$ cat src/rtl/cursor_controller_pkg.sv
// cursor_controller_pkg
//   Shared definitions for the terminal cursor controller: command opcodes,
//   controller FSM states and a helper that tells which opcodes move the cursor.
//   No ports; imported by the interface, the top and the blink timer.
package cursor_controller_pkg;

  localparam int OP_W = 4;

  // ADVANCE needs its own code, which is why opcodes are 4 bits wide
  typedef enum logic [OP_W-1:0] {
    OP_NOP     = 4'd0,
    OP_LEFT    = 4'd1,
    OP_RIGHT   = 4'd2,
    OP_UP      = 4'd3,
    OP_DOWN    = 4'd4,
    OP_CR      = 4'd5,
    OP_HOME    = 4'd6,
    OP_SET     = 4'd7,
    OP_ADVANCE = 4'd8
  } cursor_op_e;

  typedef enum logic {
    ST_IDLE        = 1'b0,
    ST_SCROLL_WAIT = 1'b1
  } cursor_state_e;

  // Every defined opcode except NOP counts as a move and restarts the blink;
  // undefined codes behave like NOP
  function automatic logic is_move_op(cursor_op_e op);
    case (op)
      OP_LEFT, OP_RIGHT, OP_UP, OP_DOWN,
      OP_CR, OP_HOME, OP_SET, OP_ADVANCE: return 1'b1;
      default:                            return 1'b0;
    endcase
  endfunction

endpackage

$ cat src/rtl/cursor_controller_if.sv
// cursor_controller_if
//   Command channel from the command decoder to the cursor controller.
//   cmd_valid  decoder -> controller  command present
//   cmd_ready  controller -> decoder  command taken when valid & ready
//   cmd_op     decoder -> controller  opcode (cursor_op_e encoding)
//   cmd_col    decoder -> controller  SET target column
//   cmd_row    decoder -> controller  SET target row
interface cursor_controller_if
  import cursor_controller_pkg::*;
#(
  parameter int COL_W = 7,
  parameter int ROW_W = 5
);

  logic             cmd_valid;
  logic             cmd_ready;
  logic [OP_W-1:0]  cmd_op;
  logic [COL_W-1:0] cmd_col;
  logic [ROW_W-1:0] cmd_row;

  modport master (
    output cmd_valid, cmd_op, cmd_col, cmd_row,
    input  cmd_ready
  );

  modport slave (
    input  cmd_valid, cmd_op, cmd_col, cmd_row,
    output cmd_ready
  );

endinterface

$ cat src/rtl/cursor_controller_frame_blink_timer.sv
// cursor_controller_frame_blink_timer
//   Generates the cursor blink phase from frame timing. Counts rising edges of
//   vblank and toggles the phase every BLINK_FRAMES frames. A restart pulse
//   makes the cursor visible and starts a fresh on-phase.
//   px_clk   in   pixel clock
//   clr_n    in   asynchronous reset, active-low
//   vblank   in   frame blanking (px_clk domain)
//   restart  in   force blink=1 and clear the frame count
//   blink    out  1 = cursor drawn inverted this frame
module cursor_controller_frame_blink_timer #(
  parameter int BLINK_FRAMES = 16
) (
  input  logic px_clk,
  input  logic clr_n,
  input  logic vblank,
  input  logic restart,
  output logic blink
);

  localparam int CNT_W = (BLINK_FRAMES > 1) ? $clog2(BLINK_FRAMES) : 1;
  localparam logic [CNT_W-1:0] CNT_LAST = CNT_W'(BLINK_FRAMES - 1);
  localparam logic [CNT_W-1:0] CNT_ONE  = CNT_W'(1);

  logic             vblank_q;
  logic [CNT_W-1:0] frame_cnt;
  logic             frame_edge;

  assign frame_edge = vblank & ~vblank_q;

  // restart takes priority so a moving cursor never blinks off on the same edge
  always_ff @(posedge px_clk or negedge clr_n) begin
    if (!clr_n) begin
      vblank_q  <= 1'b0;
      frame_cnt <= '0;
      blink     <= 1'b1;
    end else begin
      vblank_q <= vblank;
      if (restart) begin
        frame_cnt <= '0;
        blink     <= 1'b1;
      end else if (frame_edge) begin
        if (frame_cnt == CNT_LAST) begin
          frame_cnt <= '0;
          blink     <= ~blink;
        end else begin
          frame_cnt <= frame_cnt + CNT_ONE;
        end
      end
    end
  end

endmodule

$ cat src/rtl/cursor_controller.sv
// cursor_controller
//   Owns the terminal cursor position. Takes movement commands over a
//   valid/ready channel, clamps (col,row) to the screen, requests a one-line
//   scroll on a line feed at the bottom row and drives the blink phase.
//   px_clk        in   pixel clock
//   clr_n         in   asynchronous reset, active-low
//   cmd           slave command channel (cursor_controller_if)
//   vblank        in   frame blanking from the sync generator
//   scroll_req    out  request a one-line scroll up
//   scroll_ack    in   scroll complete
//   cursor_x      out  current column
//   cursor_y      out  current row
//   cursor_blink  out  1 = cursor drawn inverted this frame
module cursor_controller
  import cursor_controller_pkg::*;
#(
  parameter int COLS         = 80,
  parameter int ROWS         = 24,
  parameter int COL_W        = 7,
  parameter int ROW_W        = 5,
  parameter int AUTOWRAP     = 0,
  parameter int BLINK_FRAMES = 16
) (
  input  logic              px_clk,
  input  logic              clr_n,
  cursor_controller_if.slave cmd,
  input  logic              vblank,
  output logic              scroll_req,
  input  logic              scroll_ack,
  output logic [COL_W-1:0]  cursor_x,
  output logic [ROW_W-1:0]  cursor_y,
  output logic              cursor_blink
);

  localparam logic [COL_W-1:0] COL_MAX = COL_W'(COLS - 1);
  localparam logic [ROW_W-1:0] ROW_MAX = ROW_W'(ROWS - 1);
  localparam logic [COL_W-1:0] COL_ONE = COL_W'(1);
  localparam logic [ROW_W-1:0] ROW_ONE = ROW_W'(1);

  cursor_state_e    state, state_nxt;
  cursor_op_e       op;
  logic [COL_W-1:0] col_nxt;
  logic [ROW_W-1:0] row_nxt;
  logic             accept;
  logic             restart;

  assign op            = cursor_op_e'(cmd.cmd_op);
  assign cmd.cmd_ready = (state == ST_IDLE);
  assign accept        = cmd.cmd_valid & cmd.cmd_ready;
  // state is a flop, so scroll_req is a registered output
  assign scroll_req    = (state == ST_SCROLL_WAIT);

  always_ff @(posedge px_clk or negedge clr_n) begin
    if (!clr_n) begin
      state    <= ST_IDLE;
      cursor_x <= '0;
      cursor_y <= '0;
    end else begin
      state    <= state_nxt;
      cursor_x <= col_nxt;
      cursor_y <= row_nxt;
    end
  end

  // Bounds are checked before every increment/decrement, so the arithmetic
  // never wraps. A line feed at the bottom row leaves the row alone and
  // hands the scroll to the video side instead.
  always_comb begin
    state_nxt = state;
    col_nxt   = cursor_x;
    row_nxt   = cursor_y;
    restart   = 1'b0;
    case (state)
      ST_IDLE: begin
        if (accept) begin
          restart = is_move_op(op);
          case (op)
            OP_LEFT:  if (cursor_x != '0) col_nxt = cursor_x - COL_ONE;
            OP_RIGHT: if (cursor_x < COL_MAX) col_nxt = cursor_x + COL_ONE;
            OP_UP:    if (cursor_y != '0) row_nxt = cursor_y - ROW_ONE;
            OP_DOWN: begin
              if (cursor_y < ROW_MAX) row_nxt = cursor_y + ROW_ONE;
              else                    state_nxt = ST_SCROLL_WAIT;
            end
            OP_CR:    col_nxt = '0;
            OP_HOME: begin
              col_nxt = '0;
              row_nxt = '0;
            end
            OP_SET: begin
              col_nxt = (cmd.cmd_col > COL_MAX) ? COL_MAX : cmd.cmd_col;
              row_nxt = (cmd.cmd_row > ROW_MAX) ? ROW_MAX : cmd.cmd_row;
            end
            OP_ADVANCE: begin
              if (cursor_x < COL_MAX) begin
                col_nxt = cursor_x + COL_ONE;
              end else if (AUTOWRAP != 0) begin
                col_nxt = '0;
                if (cursor_y < ROW_MAX) row_nxt = cursor_y + ROW_ONE;
                else                    state_nxt = ST_SCROLL_WAIT;
              end
            end
            default: ;
          endcase
        end
      end
      ST_SCROLL_WAIT: begin
        if (scroll_ack) state_nxt = ST_IDLE;
      end
      default: state_nxt = ST_IDLE;
    endcase
  end

  cursor_controller_frame_blink_timer #(
    .BLINK_FRAMES(BLINK_FRAMES)
  ) u_blink (
    .px_clk  (px_clk),
    .clr_n   (clr_n),
    .vblank  (vblank),
    .restart (restart),
    .blink   (cursor_blink)
  );

endmodule

$ cat src/flat_wrapper.sv
// flat-port wrapper written by rule: the top's interface ports become plain ports
module cursor_controller_flat import cursor_controller_pkg::*;
#(
  parameter int COLS         = 80,
  parameter int ROWS         = 24,
  parameter int COL_W        = 7,
  parameter int ROW_W        = 5,
  parameter int AUTOWRAP     = 0,
  parameter int BLINK_FRAMES = 16
)
  (px_clk, clr_n, vblank, scroll_req, scroll_ack, cursor_x, cursor_y, cursor_blink, cmd_cmd_valid, cmd_cmd_op, cmd_cmd_col, cmd_cmd_row, cmd_cmd_ready);
  cursor_controller_if #(.COL_W(COL_W), .ROW_W(ROW_W)) cmd_i ();
  input  logic px_clk;
  input  logic clr_n;
  input  logic vblank;
  output logic scroll_req;
  input  logic scroll_ack;
  output logic [COL_W-1:0] cursor_x;
  output logic [ROW_W-1:0] cursor_y;
  output logic cursor_blink;
  input wire logic [$bits(cmd_i.cmd_valid)-1:0] cmd_cmd_valid;
  input wire logic [$bits(cmd_i.cmd_op)-1:0] cmd_cmd_op;
  input wire logic [$bits(cmd_i.cmd_col)-1:0] cmd_cmd_col;
  input wire logic [$bits(cmd_i.cmd_row)-1:0] cmd_cmd_row;
  output wire logic [$bits(cmd_i.cmd_ready)-1:0] cmd_cmd_ready;
  assign cmd_i.cmd_valid = cmd_cmd_valid;
  assign cmd_i.cmd_op = cmd_cmd_op;
  assign cmd_i.cmd_col = cmd_cmd_col;
  assign cmd_i.cmd_row = cmd_cmd_row;
  assign cmd_cmd_ready = cmd_i.cmd_ready;
  cursor_controller #(.COLS(COLS), .ROWS(ROWS), .COL_W(COL_W), .ROW_W(ROW_W), .AUTOWRAP(AUTOWRAP), .BLINK_FRAMES(BLINK_FRAMES)) u_core (.px_clk(px_clk), .clr_n(clr_n), .cmd(cmd_i), .vblank(vblank), .scroll_req(scroll_req), .scroll_ack(scroll_ack), .cursor_x(cursor_x), .cursor_y(cursor_y), .cursor_blink(cursor_blink));
endmodule
$ cat config.mk
export PLATFORM = sky130hd
export DESIGN_NAME = cursor_controller_flat
export DESIGN_NICKNAME = d
export VERILOG_FILES = /design/src/rtl/cursor_controller_pkg.sv /design/src/rtl/cursor_controller_if.sv /design/src/rtl/cursor_controller_frame_blink_timer.sv /design/src/rtl/cursor_controller.sv /design/src/flat_wrapper.sv
export SDC_FILE = /design/constraint.sdc
export NUM_CORES = 1
export LEC_CHECK = 0
export CORE_MARGIN = 2
export CORE_UTILIZATION = 53
export CTS_CLUSTER_DIAMETER = 60
export CTS_CLUSTER_SIZE = 40
export DETAILED_ROUTE_END_ITERATION = 6
export GPL_TIMING_DRIVEN = 0
export PLACE_DENSITY = 0.9
export SKIP_LAST_GASP = 1
export SYNTH_ARGS = -nofsm -noshare
export SYNTH_HDL_FRONTEND = slang
export SYNTH_HIERARCHICAL = 1
export SYNTH_SLANG_ARGS = --single-unit
$ cat constraint.sdc
create_clock -name px_clk -period 5.47 [get_ports px_clk]
set_input_delay 1.3675 -clock px_clk [delete_from_list [all_inputs] [get_ports px_clk]]
set_output_delay 1.3675 -clock px_clk [all_outputs]
set_load 0.005 [all_outputs]
After elaboration in Yosys (flattened, before gate mapping)
Memories as Yosys holds them, arrays and structs flattened. Index checks and enable logic that the tools add are counted.

Add/sub/neg operators: 5. Order comparisons: 4. Eq/ne operators: 13. Mux-type cells: 21. Bitwise gates (word level): 5. Reductions and logical operators: 11.

Operators with widths (number): 7-bit case mux with 4 select lines (1); 7-bit 2-to-1 mux (3); 5-bit case mux with 4 select lines (1); 4-bit by 3-bit == test with 1-bit output, second input constant (4); 5-bit 2-to-1 mux (3); 4-bit 2-to-1 mux (3); 5-bit AND reduction (2); 1-bit 2-to-1 mux (9); 4-bit by 2-bit == test with 1-bit output, second input constant (2); 4-bit == test, second input constant (2); 2-bit by 1-bit inequality test with 1-bit output, second input constant (4); 4-bit nonzero test (2); 7-bit by 1-bit adder with 7-bit output, second input constant (1); 7-bit > comparator, second input constant (1); 7-bit less-than comparator, second input constant (1); 7-bit nonzero test (1); 7-bit by 1-bit subtractor with 7-bit output, second input constant (1); 5-bit by 1-bit adder with 5-bit output, second input constant (1); 5-bit > comparator, second input constant (1); 5-bit less-than comparator, second input constant (1); 5-bit nonzero test (1); 5-bit by 1-bit subtractor with 5-bit output, second input constant (1); 4-bit by 1-bit adder with 4-bit output, second input constant (1); 4-bit by 1-bit == test with 1-bit output, second input constant (1); 6 further kinds (11).

Bits in registers: 19. Bits in read-only memories: 16. Input bits: 21. Output and inout port bits: 15. Word-level logic and storage cells: 66. Memories kept: 1.

Memory list: (no name shown) (words 16, bits a word 1, read ports 1, clocked after Yosys merged registers in 0, write ports 0, RTL line cursor_controller_pkg.sv:30) `case (op)`.

Logic depth before layout (Yosys ltp)
Word-level depth: 6. Depth in mapped cells: 10. Mapped depth without buffers: 9.

Hierarchy
Netlist, hierarchy kept.

By module, submodules not included: cursor_controller (instances 1, cells an instance 147, area each 1202.4 um^2, sequential area each 325.3 um^2); cursor_controller_frame_blink_timer (instances 1, cells an instance 26, area each 281.5 um^2, sequential area each 151.4 um^2).

Least setup slack after synthesis
Ideal clock, no wire load.

Kind: input to register. Start point: input port cmd_cmd_op[1]. End point: register u_core.cursor_y[4]. Setup time: 0.126 ns. Arrival: 3.143 ns. Required time: 5.344 ns. Path slack: 2.201 ns. Cell stages on the path: 9. Path buffers: 1. Path through: buf_2 nor2_1 nand2_1 fa_1 a21o_1 a21oi_1 xnor3_1 a221oi_1 nor2_1.

Longest elaborated chain between the ends: 3. Elaborated cells between the ends (all ways): 9. Classes of those cells: eq/ne: 6; mux: 1; reduce/logical: 2.

Ends and longest elaborated chain: start: declaration (RTL line flat_wrapper.sv:22) `input wire logic [$bits(cmd_i.cmd_op)-1:0] cmd_cmd_op;`; 4-bit by 3-bit == test with 1-bit output / 4-bit by 2-bit == test with 1-bit output (equally long branches) (RTL line cursor_controller.sv:77) `case (op)`; 2-bit by 1-bit inequality test with 1-bit output (no source line) / 4-bit nonzero test (equally long branches); 5-bit AND reduction (no source line); end signal: assignment (RTL line cursor_controller.sv:61) `cursor_y <= row_nxt;`; end: declaration (RTL line cursor_controller.sv:31) `output logic [ROW_W-1:0] cursor_y,`.

Parallel ways exist; a longest one is shown, timed or not. A chain may end at the register's enable or synchronous reset.

Worst setup path after layout
Start point: input port cmd_cmd_op[2]. End point: register u_core.cursor_y[4].

The elaborated chain is that of the path after synthesis.

==> flow_summary.toml <==
[setup_path]
crit_path_start = "cmd_cmd_op[2]"
cpPeakStageDelay_ns = 0.61
slowest_stage = "clkdlybuf4s50_1"
r2r-start = "u_core/cursor_y[0]$_DFFE_PN0P_"
critPathCapture = "u_core/cursor_y[4]$_DFFE_PN0P_"
rr_endpoint = "u_core/cursor_y[4]$_DFFE_PN0P_"
endpoint_kind = "flip-flop"
reg2reg_depth = 6
r2r_setup_slack_ns = 3.42
critPathKind = "primary input to flip-flop"
cp-start-kind = "primary input"
cp_data_arrival_time_ns = 4.09
path_cells = "clkdlybuf4s50_1 -> nor2b_1 -> nand2_1 -> fa_1 -> a21o_1 -> a21oi_1 -> xnor3_1 -> a221oi_1 -> nor2_1"
critPathRequiredTime_ns = 5.67
critPathMaxFanout = 8

[place]
dp_hpwl_mm = 2.97
place_ws_ns = 1.29
placed_cell_area_mm2 = 0.00187
io_buffers = 35
place_congestion = 0.838

[global_routing]
grt_start_max_net_pins = 20
grt_pass1_vias = 1510
grt_overflow = 0
grt_use_total_pct = 26.2
grt_pass1_wl_mm = 6.74
grt_antenna_before_repair = 0

[layout]
final_util_pct = 70.1
regArea_um2 = 477
fin_area_mm2 = 0.00190
layout.nets = 241
drive_gt1_share_pct = 7.55
diodes = 0
multi_input_area_um2 = 942
layout_common_cells = "clkdlybuf4s50_1, dfrtp_1, a21oi_1"
nFillCells = 219
layout_commonest_cell = "clkdlybuf4s50_1"
syn2layout_area_growth_pct = 28.1

[clocking]
post_cts_buffers = 0
clk_pin_slew_worst_paths_ns = 0.12
clock_latency_ns = 0.31
cts_num_sinks = 19
cts-root-buf = "clkbuf_4"
post_cts_resized = 0
h-tree-depth = 1
cts_hold_buffers = 0
clk_path_buf_depth = 2
cts-buffers-inserted = 3
cts_tree = "yes"

[synthesis]
yosys_register_bits = 19
synth_compound_area_share_pct = 25.7
netlist_instances = 173
synth_area_mm2 = 0.00148
yosysUniqueCellTypes = 52
ys_seq_area_share_pct = 32.1
synth-xor-area-share_pct = 4.47
ys_warn_count = 6
synth_top_family_by_area = "compound AO/OA/AOI/OAI gates"
synth.area.mux_share_pct = 2.87
avgSynthCellArea_um2 = 8.58
synthSimpleGateAreaFrac_pct = 24.0
synth-edff-count = 0
synth_nets = 201
synth_fa_ha_area_share_pct = 6.41
synth-main-ff-cell = "dfrtp_1"
synthArstFlopShare_pct = 100

[timing]
fmaxAchievable_mhz = 257
hold_viol_final = 0
setup_viol = 0
timing.final.ws_setup_ns = 1.58
setup_tns_ns = 0
finalCriticalPeriod_ns = 3.89
timing.final.crit_share_pct = 71.1
grt_setup_unrepaired = "no"
report.final.slew_viol_count = 0
worst-slew-pin-transition_ns = 0.896
skew_ns = 0.00110
slew_headroom_pct = 40.1

[job]
drv_cap = 0

[power]
peakVddDrop_mv = 0.292
p_int_w = 0.000453
p_comb_share_pct = 56.6
power.switching_w = 0.000325
swShare_pct = 41.8
seqPwrFrac_pct = 33.7
power_frac_clock_pct = 9.8
p_leak_nw = 0.777
power_density_mw_per_mm2 = 409

[route]
wl_per_cell_um = 16.5
dr.first_iter.drc_count = 70
vias = 1522
first_pass_iters = 4
ant_nets = 0
vias_per_cell = 6.26
drc = 0
routed_wl_mm = 4.01

[hold_path]
min_path_type = "flip-flop to flip-flop"
hold_start = "u_core/u_blink/frame_cnt[3]$_DFFE_PN0P_"

[die]
die_width_um = 56.9
die_h_um = 56.9
start_util_pct = 54.8
die-area_mm2 = 0.00324
rows = 19
core_area_mm2 = 0.00271
io_pins = 36

[outcome]
outcome = "complete, no violations"
## worst min path at each step
stage                                                    endpoint  slack (ns)  cells after the start
after global placement    u_core/u_blink/frame_cnt[3]$_DFFE_PN0P_        0.55                      2
after global routing      u_core/u_blink/frame_cnt[3]$_DFFE_PN0P_        0.62                      2
after floorplan           u_core/u_blink/frame_cnt[3]$_DFFE_PN0P_        0.52                      2
after CTS                          u_core/cursor_y[3]$_DFFE_PN0P_        0.59                      2
after detailed placement  u_core/u_blink/frame_cnt[2]$_DFFE_PN0P_        0.57                      2
final                     u_core/u_blink/frame_cnt[3]$_DFFE_PN0P_        0.59                      2
## metrics by stage
step | instances | hold slack [ns] | total power [W]
floorplan | 173 | 0.523 | 0.000519
finish | 243 | 0.592 | 0.000778
CTS | 243 | 0.594 | 0.000771
detailed placement | 239 | 0.567 | 0.000691
global placement | 239 | 0.547 | 0.000668
global route | 243 | 0.622 | 0.000843
## sequential cells by signal (all words and copies together), names as in the netlist
name / count
u_core/cursor_x: 7
u_core/cursor_y: 5
u_core/u_blink/frame_cnt: 4
u_core/scroll_req: 1
u_core/u_blink/blink: 1
u_core/u_blink/vblank_q: 1
## power by group through the flow
stage	Sequential, W	Clock, W	Combinational [W]
after floorplan	0.000252	0	0.000267
after global placement	0.000260	0	0.000409
after detailed placement	0.000263	0	0.000428
after CTS	0.000261	0.0000767	0.000433
after global routing	0.000273	0.0000830	0.000487
final	0.000262	0.0000759	0.000440
## critical path: cells and delay by family
kind,cells,cell delay (ns)
AOI/OAI and AO/OA,3,0.67
xor gates and xnor gates,1,0.22
adders and majority gates,1,0.49
buffers and inverters,1,0.61
and+or+nand+nor,3,0.73
## synth_stat cells, drive strengths merged, types with 2 or more instances
cell    number  share of area (%)
mux2         2                1.5
ha           6                5.1
nor2        15                3.8
nand3        2               0.67
mux2i        2                1.3
xnor2        2                1.2
or3b         2                1.2
o22ai        5                2.1
a31oi        4                1.7
clkbuf       3               0.76
buf          4                2.1
nand2       13                3.3
nand2b       4                1.7
inv          6                1.5
a21oi       17                6.0
xor2         3                1.8
nor3         7                2.4
or3          2               0.84
nand4        2               0.84
nor4         3                1.3
o21ai       14                4.7
nor2b        2               0.84
o31a         3                1.8
a21o         5                2.5
and2         2               0.84
a211oi       2                1.0
and3         2               0.84
dfrtp       18                 30
nand3b       3                1.5
## routing by layer
metal / up-vias / track usage (%) / wire, um
met2: 77 / 44.0 / 1930
met1: 711 / 32.8 / 1720
met5: - / 0 / 0
met3: 11 / 6.22 / 284
li1: 723 / - / -
met4: 0 / 9.63 / 70
## logic make-up after synthesis
| family | after synthesis |
|---|---|
| simple gates | 66 |
| compound gates | 58 |
| flops | 19 |
| buf+inv | 13 |
| fa+ha+maj | 7 |
| xor+xnor | 6 |
| mux | 4 |
## final cells by class
type,count,share of cell area [%]
buffer,7,2.24
inverter,6,1.18
tap,31,2.04
clock inverter,1,0.263
sequential,19,25.1
multi-input combinational,141,49.6
clock buffer,3,1.18
timing repair buffer,35,18.4
Note: power is estimated with default switching activity, not from simulation.
